<file path="config.mk">
export PLATFORM = sky130hd
export DESIGN_NAME = poly_bank_loader_flat
export DESIGN_NICKNAME = d
export VERILOG_FILES = /design/src/rtl/poly_mul_pkg.sv /design/src/rtl/poly_bank_loader_if.sv /design/src/rtl/poly_bank_loader.sv /design/src/flat_wrapper.sv
export SDC_FILE = /design/constraint.sdc
export NUM_CORES = 1
export LEC_CHECK = 0
export CORE_AREA = 2 2 212 214
export DETAILED_ROUTE_END_ITERATION = 6
export DIE_AREA = 0 0 214 216
export PLACE_DENSITY = 0.65
export SLEW_MARGIN = 20
export SYNTH_ARGS = -nofsm -noshare
export SYNTH_HDL_FRONTEND = slang
export SYNTH_SLANG_ARGS = --single-unit
</file>
<file path="constraint.sdc">
create_clock -name clk -period 1.8 [get_ports clk]
set_clock_uncertainty 0.2 [all_clocks]
set_input_delay 0.54 -clock clk [delete_from_list [all_inputs] [get_ports clk]]
set_output_delay 0.54 -clock clk [all_outputs]
set_load 0.02 [all_outputs]
</file>
<file path="src/rtl/poly_mul_pkg.sv">
// Shared constants and FSM encoding for the polynomial multiplier slice.
// The bank loader and the multiplier top both import this package.
package poly_mul_pkg;

    localparam int unsigned DEF_N     = 1024;
    localparam int unsigned DEF_BANKS = 8;
    localparam int unsigned DEF_DEPTH = 128;
    localparam int unsigned DEF_W     = 256;

    localparam int unsigned DEF_AW = $clog2(DEF_DEPTH);
    localparam int unsigned DEF_CW = $clog2(DEF_N);
    localparam int unsigned DEF_BW = $clog2(DEF_BANKS);

    typedef enum logic [2:0] {
        StIdle,
        StLoadA,
        StLoadB,
        StStart,
        StWaitDone
    } state_e;

endpackage

</file>
<file path="src/rtl/poly_bank_loader_if.sv">
// Coefficient stream into the bank loader: valid/ready with a last marker.
interface poly_bank_loader_if
    import poly_mul_pkg::*;
#(
    parameter int unsigned W = DEF_W
) ();

    logic         in_valid;
    logic [W-1:0] in_data;
    logic         in_last;
    logic         in_ready;

    modport master (
        output in_valid,
        output in_data,
        output in_last,
        input  in_ready
    );

    modport slave (
        input  in_valid,
        input  in_data,
        input  in_last,
        output in_ready
    );

endinterface

</file>
<file path="src/rtl/poly_bank_loader.sv">
// Streams two N-coefficient operands into interleaved A/B banks, then kicks
// the polynomial multiplier and waits for its completion.
module poly_bank_loader
    import poly_mul_pkg::*;
#(
    parameter  int unsigned N     = DEF_N,
    parameter  int unsigned BANKS = DEF_BANKS,
    parameter  int unsigned DEPTH = DEF_DEPTH,
    parameter  int unsigned W     = DEF_W,
    localparam int unsigned AW    = $clog2(DEPTH)
) (
    input  logic              clk,
    input  logic              rst,
    input  logic              go,
    poly_bank_loader_if.slave strm,
    output logic [BANKS-1:0]  wr_en_a,
    output logic [BANKS-1:0]  wr_en_b,
    output logic [AW-1:0]     wr_addr,
    output logic [W-1:0]      wr_data,
    output logic              mul_start,
    input  logic              mul_done,
    output logic              busy,
    output logic              err
);

    localparam int unsigned CW = $clog2(N);
    localparam int unsigned BW = $clog2(BANKS);

    state_e           state_q, state_d;
    logic [CW-1:0]    cnt_q, cnt_d;
    logic             err_q, err_d;
    logic             accept;
    logic [BANKS-1:0] bank_sel;
    logic [BANKS-1:0] wr_en_a_q, wr_en_b_q;
    logic [AW-1:0]    wr_addr_q;
    logic [W-1:0]     wr_data_q;

    assign strm.in_ready = (state_q == StLoadA) || (state_q == StLoadB);
    assign accept        = strm.in_valid && strm.in_ready;

    // Low index bits pick the bank, high bits the word within it.
    assign bank_sel = BANKS'(1) << cnt_q[BW-1:0];

    always_comb begin
        state_d   = state_q;
        cnt_d     = cnt_q;
        err_d     = err_q;
        mul_start = 1'b0;
        unique case (state_q)
            StIdle: begin
                if (go) begin
                    state_d = StLoadA;
                    cnt_d   = '0;
                    err_d   = 1'b0;
                end
            end
            StLoadA, StLoadB: begin
                if (accept) begin
                    if (cnt_q == CW'(N - 1)) begin
                        cnt_d   = '0;
                        state_d = (state_q == StLoadA) ? StLoadB : StStart;
                    end else if (strm.in_last) begin
                        cnt_d   = '0;
                        err_d   = 1'b1;
                        state_d = StIdle;
                    end else begin
                        cnt_d = cnt_q + 1'b1;
                    end
                end
            end
            StStart: begin
                // Hold off the kick until the final B word has been written.
                if (wr_en_b_q == '0) begin
                    mul_start = 1'b1;
                    state_d   = StWaitDone;
                end
            end
            StWaitDone: begin
                if (mul_done) begin
                    state_d = StIdle;
                end
            end
            default: state_d = StIdle;
        endcase
    end

    always_ff @(posedge clk) begin
        if (rst) begin
            state_q   <= StIdle;
            cnt_q     <= '0;
            err_q     <= 1'b0;
            wr_en_a_q <= '0;
            wr_en_b_q <= '0;
            wr_addr_q <= '0;
            wr_data_q <= '0;
        end else begin
            state_q   <= state_d;
            cnt_q     <= cnt_d;
            err_q     <= err_d;
            wr_en_a_q <= (accept && state_q == StLoadA) ? bank_sel : '0;
            wr_en_b_q <= (accept && state_q == StLoadB) ? bank_sel : '0;
            if (accept) begin
                wr_addr_q <= cnt_q[CW-1:BW];
                wr_data_q <= strm.in_data;
            end
        end
    end

    assign wr_en_a = wr_en_a_q;
    assign wr_en_b = wr_en_b_q;
    assign wr_addr = wr_addr_q;
    assign wr_data = wr_data_q;
    assign busy    = (state_q != StIdle);
    assign err     = err_q;

endmodule

</file>
<file path="src/flat_wrapper.sv">
// flat-port wrapper written by rule: the top's interface ports become plain ports
module poly_bank_loader_flat import poly_mul_pkg::*;
#(
    parameter  int unsigned N     = DEF_N,
    parameter  int unsigned BANKS = DEF_BANKS,
    parameter  int unsigned DEPTH = DEF_DEPTH,
    parameter  int unsigned W     = DEF_W,
    localparam int unsigned AW    = $clog2(DEPTH)
)
  (clk, rst, go, wr_en_a, wr_en_b, wr_addr, wr_data, mul_start, mul_done, busy, err, strm_in_valid, strm_in_data, strm_in_last, strm_in_ready);
  poly_bank_loader_if #(.W(W)) strm_i ();
  input  logic clk;
  input  logic rst;
  input  logic go;
  output logic [BANKS-1:0] wr_en_a;
  output logic [BANKS-1:0] wr_en_b;
  output logic [AW-1:0] wr_addr;
  output logic [W-1:0] wr_data;
  output logic mul_start;
  input  logic mul_done;
  output logic busy;
  output logic err;
  input wire logic [$bits(strm_i.in_valid)-1:0] strm_in_valid;
  input wire logic [$bits(strm_i.in_data)-1:0] strm_in_data;
  input wire logic [$bits(strm_i.in_last)-1:0] strm_in_last;
  output wire logic [$bits(strm_i.in_ready)-1:0] strm_in_ready;
  assign strm_i.in_valid = strm_in_valid;
  assign strm_i.in_data = strm_in_data;
  assign strm_i.in_last = strm_in_last;
  assign strm_in_ready = strm_i.in_ready;
  poly_bank_loader #(.N(N), .BANKS(BANKS), .DEPTH(DEPTH), .W(W)) u_core (.clk(clk), .rst(rst), .go(go), .strm(strm_i), .wr_en_a(wr_en_a), .wr_en_b(wr_en_b), .wr_addr(wr_addr), .wr_data(wr_data), .mul_start(mul_start), .mul_done(mul_done), .busy(busy), .err(err));
endmodule
</file>
==> impl_metrics.env <==
export IMPL_status="complete, but fails checks"
export IMPL_violations="negative setup slack"
export IMPL_report_final_hold_viol_count=0
export IMPL_ys_types=40
export IMPL_buffer_ports_inserted=544
export IMPL_drt_iter0_markers=544
export IMPL_maxSlewHeadroom_pct=70.95
export IMPL_grt_usage_pct=16.68
export IMPL_part_of_the_cycle_the_worst_path_needs_pct=125.1
export IMPL_slew_at_the_pin_with_the_worst_max_slew_slack_ps=435.7
export IMPL_layout_cells_most_common="sky130_fd_sc_hd__nand2_1"
export IMPL_power_switching_fraction_pct=29.91
export IMPL_mean_instance_size_in_the_synthesized_netlist_um2=8.062
export IMPL_n_fill_cell=4044
export IMPL_net_switching_power_mw=5.822
export IMPL_clockPowerShare_pct=34.8
export IMPL_grt_pass1_wl_um=61690
export IMPL_synth_cells=1278
export IMPL_tritoncts_buffer_count=35
export IMPL_holdBufCountCts=0
export IMPL_h_tree_depth=2
export IMPL_placement_rows=77
export IMPL_finalHoldWorstSlack_ps=161.1
export IMPL_timing_max_transition_violations_final=0
export IMPL_cts_reportedPaths_clkPinSlew_ps=60
export IMPL_area_delta_synth_final_pct=101.9
export IMPL_totalWireLength_um=45640
export IMPL_chipHeight_um=216
export IMPL_cp_end_kind="primary output"
export IMPL_synth_cell_area_um2=10300
export IMPL_detailed_place_area_um2=17010
export IMPL_postLayoutSetupSlackWorst_ps=-452.2
export IMPL_comb_power_share_pct=28.1
export IMPL_layout_drive_gt1_share_pct=46.78
export IMPL_synth_nets=1546
export IMPL_finalSetupViolations=303
export IMPL_sequentialPowerShare_pct=37.1
export IMPL_post_route_min_period_ps=2252
export IMPL_synthDominantCellAreaShare_pct=56.93
export IMPL_critPathLaunchType="flip-flop"
export IMPL_critical_path_max_fanout=4
export IMPL_number_of_clock_sinks_seen_by_cts=293
export IMPL_number_of_antenna_violations_at_the_first_check_in_global_routing=0
export IMPL_ys_seq_elements=293
export IMPL_vdd_ir_drop_max_v=0.0006444
export IMPL_postSynth_topFlopCell="sky130_fd_sc_hd__dfxtp_1"
export IMPL_synth_largest_area_cell="sky130_fd_sc_hd__dfxtp_1"
export IMPL_globalRoute_totalOverflow=0
export IMPL_critical_path_arrival_ps=1510
export IMPL_ioPinCount=545
export IMPL_final_cell_area_um2=20800
export IMPL_post_layout_total_power_mw=19.47
export IMPL_final_antenna_net_count=0
export IMPL_cellInternalPower_mw=13.65
export IMPL_pwr_density_cell_nw_per_um2=936.0
export IMPL_asyncSetResetFlopFracSynth_pct=0
export IMPL_placeable_area_um2=43840
export IMPL_required_ps=1060
export IMPL_finish_net_count=2200
export IMPL_synth_enable_flop_cells=0
export IMPL_antennaDiodeCount=0
export IMPL_synthesis_yosys_warnings=0
export IMPL_hold_path_class="in -> reg"
export IMPL_detail_route_first_pass_iterations=5
export IMPL_die_outline_area_um2=46220
export IMPL_drcViolationCount=0
export IMPL_vias_per_cell=4.539
export IMPL_clockRootBuffer="sky130_fd_sc_hd__clkbuf_16"
export IMPL_placement_setup_worst_slack_ps=-662.9
export IMPL_fp_dieW_um=214
export IMPL_gp_routability_congestion=0.8953
export IMPL_routedWlPerCell_um=17.92
export IMPL_setup_repair_after_global_routing_missed_its_margin="true"
export IMPL_timing_worst_setup_path_type="reg -> out"
export IMPL_cellLeakagePower_nw=8.837
export IMPL_vias=11560
export IMPL_ctsLongestPathBuffers=3
export IMPL_floorplan_initialDensity_pct=23.51
export IMPL_ys_top_cells_by_area="sky130_fd_sc_hd__dfxtp_1, sky130_fd_sc_hd__nand2_1, sky130_fd_sc_hd__a21oi_1"
export IMPL_clk_insertion_delay_late_ps=530
export IMPL_cts_tree="yes"
export IMPL_dp_hpwl_um=27690
export IMPL_most_common_layout_cells="sky130_fd_sc_hd__nand2_1, sky130_fd_sc_hd__clkdlybuf4s50_1, sky130_fd_sc_hd__dfxtp_1, sky130_fd_sc_hd__buf_4, sky130_fd_sc_hd__a21oi_2"
export IMPL_max_cap_violations=0
export IMPL_grt_max_degree=61
export IMPL_finalSetupTns_ps=-63100
export IMPL_maxClockFrequency_ghz=0.4440
export IMPL_synth_sequential_area_ratio_pct=56.93
export IMPL_first_global_vias=11130
-- cell usage after synthesis (5+ instances only) --
master                     number
sky130_fd_sc_hd__nand2_1      536
sky130_fd_sc_hd__dfxtp_1      293
sky130_fd_sc_hd__a21oi_1      266
sky130_fd_sc_hd__clkbuf_1      45
sky130_fd_sc_hd__buf_2         32
sky130_fd_sc_hd__and3_1        14
sky130_fd_sc_hd__nor2_1        14
sky130_fd_sc_hd__and2_1         8
sky130_fd_sc_hd__buf_6          8
sky130_fd_sc_hd__ha_1           6
sky130_fd_sc_hd__buf_1          5
-- power groups by stage --
stage | Clock, mW | Combinational, mW | Sequential, mW
finish | 6.77 | 5.47 | 7.22
detailed placement | 0 | 3.89 | 7.31
global placement | 0 | 3.85 | 7.29
CTS | 6.96 | 4.20 | 7.19
global route | 7.21 | 5.77 | 7.27
floorplan | 0 | 1.24 | 7.81
-- cell families (layout without fill, tap and decap cells) --
group / after synthesis / after routing / share of synthesized area [%]
flip-flops: 293 / 293 / 56.93
AND/OR/NAND/NOR: 593 / 593 / 22.87
multiplexers: 2 / 2 / 0.1943
adder cells (fa/ha/maj): 6 / 6 / 0.7286
buffers and inverters: 98 / 774 / 4.651
XOR/XNOR: 8 / 8 / 0.6800
AO/OA/AOI/OAI: 278 / 278 / 13.95
-- routing by layer --
| metal | GRT usage [%] | routed length, µm | vias to the layer above |
|---|---|---|---|
| li1 | - | - | 5455 |
| met1 | 18.92 | 17750 | 5550 |
| met2 | 28.73 | 23010 | 448 |
| met3 | 5.032 | 3256 | 103 |
| met4 | 7.762 | 1621 | 0 |
| met5 | 0 | 0 | - |
-- worst paths after layout --
check        slack [ps]  cells after the start                          endpoint                              from
max                -450                      5                         mul_start    u_core.state_q[0]$_SDFFE_PP0P_
min                 160                      2  u_core.wr_data[180]$_SDFFE_PP0P_                               rst
max reg2reg        -350                      8    u_core.state_q[1]$_SDFFE_PP0P_    u_core.state_q[1]$_SDFFE_PP0P_
min reg2reg         250                      2  u_core.wr_data[148]$_SDFFE_PP0P_  u_core.wr_data[148]$_SDFFE_PP0P_
-- layout make-up --
cell class                      instances  area (µm²)  area share (%)
Clock inverter                          6       36.28          0.1745
Sequential cell                       293        5921           28.47
Tap cell                              592       740.7           3.561
Multi-Input combinational cell        887        5852           28.14
Timing Repair Buffer                  710        7184           34.54
Inverter                                5       18.77         0.09024
Clock buffer                           53        1046           5.029
-- registers in the layout (all words and copies together), names as in the netlist --
signal,cells
u_core.wr_data,256
u_core.cnt_q,10
u_core.wr_en_a,8
u_core.wr_en_b,8
u_core.wr_addr,7
u_core.state_q,3
u_core.err,1
-- metrics by stage --
| stage | std cells | utilization, % |
|---|---|---|
| 2_1_floorplan | 1278 | - |
| 3_3_place_gp | 2409 | 38.81 |
| 3_5_place_dp | 2409 | 38.81 |
| 4_1_cts | 2497 | 41.38 |
| 5_1_grt | 2546 | 47.45 |
| 6_report | 2546 | 47.45 |
-- what timing repair did --
action                                  in CTS  in global routing
endpoints found under the setup margin     545                396
cloned                                      15                 24
gates resized for setup                   1471                525
buffers inserted                            15                 31
pin swaps                                    5                260
-- worst max-delay path, cell delays in order (launching register included) --
cell,delay [ps]
sky130_fd_sc_hd__dfxtp_4,380
sky130_fd_sc_hd__inv_1,80
sky130_fd_sc_hd__nor2_2,120
sky130_fd_sc_hd__nand2_1,100
sky130_fd_sc_hd__nor2_1,130
sky130_fd_sc_hd__buf_4,160
Note: power is estimated with default switching activity, not from simulation.
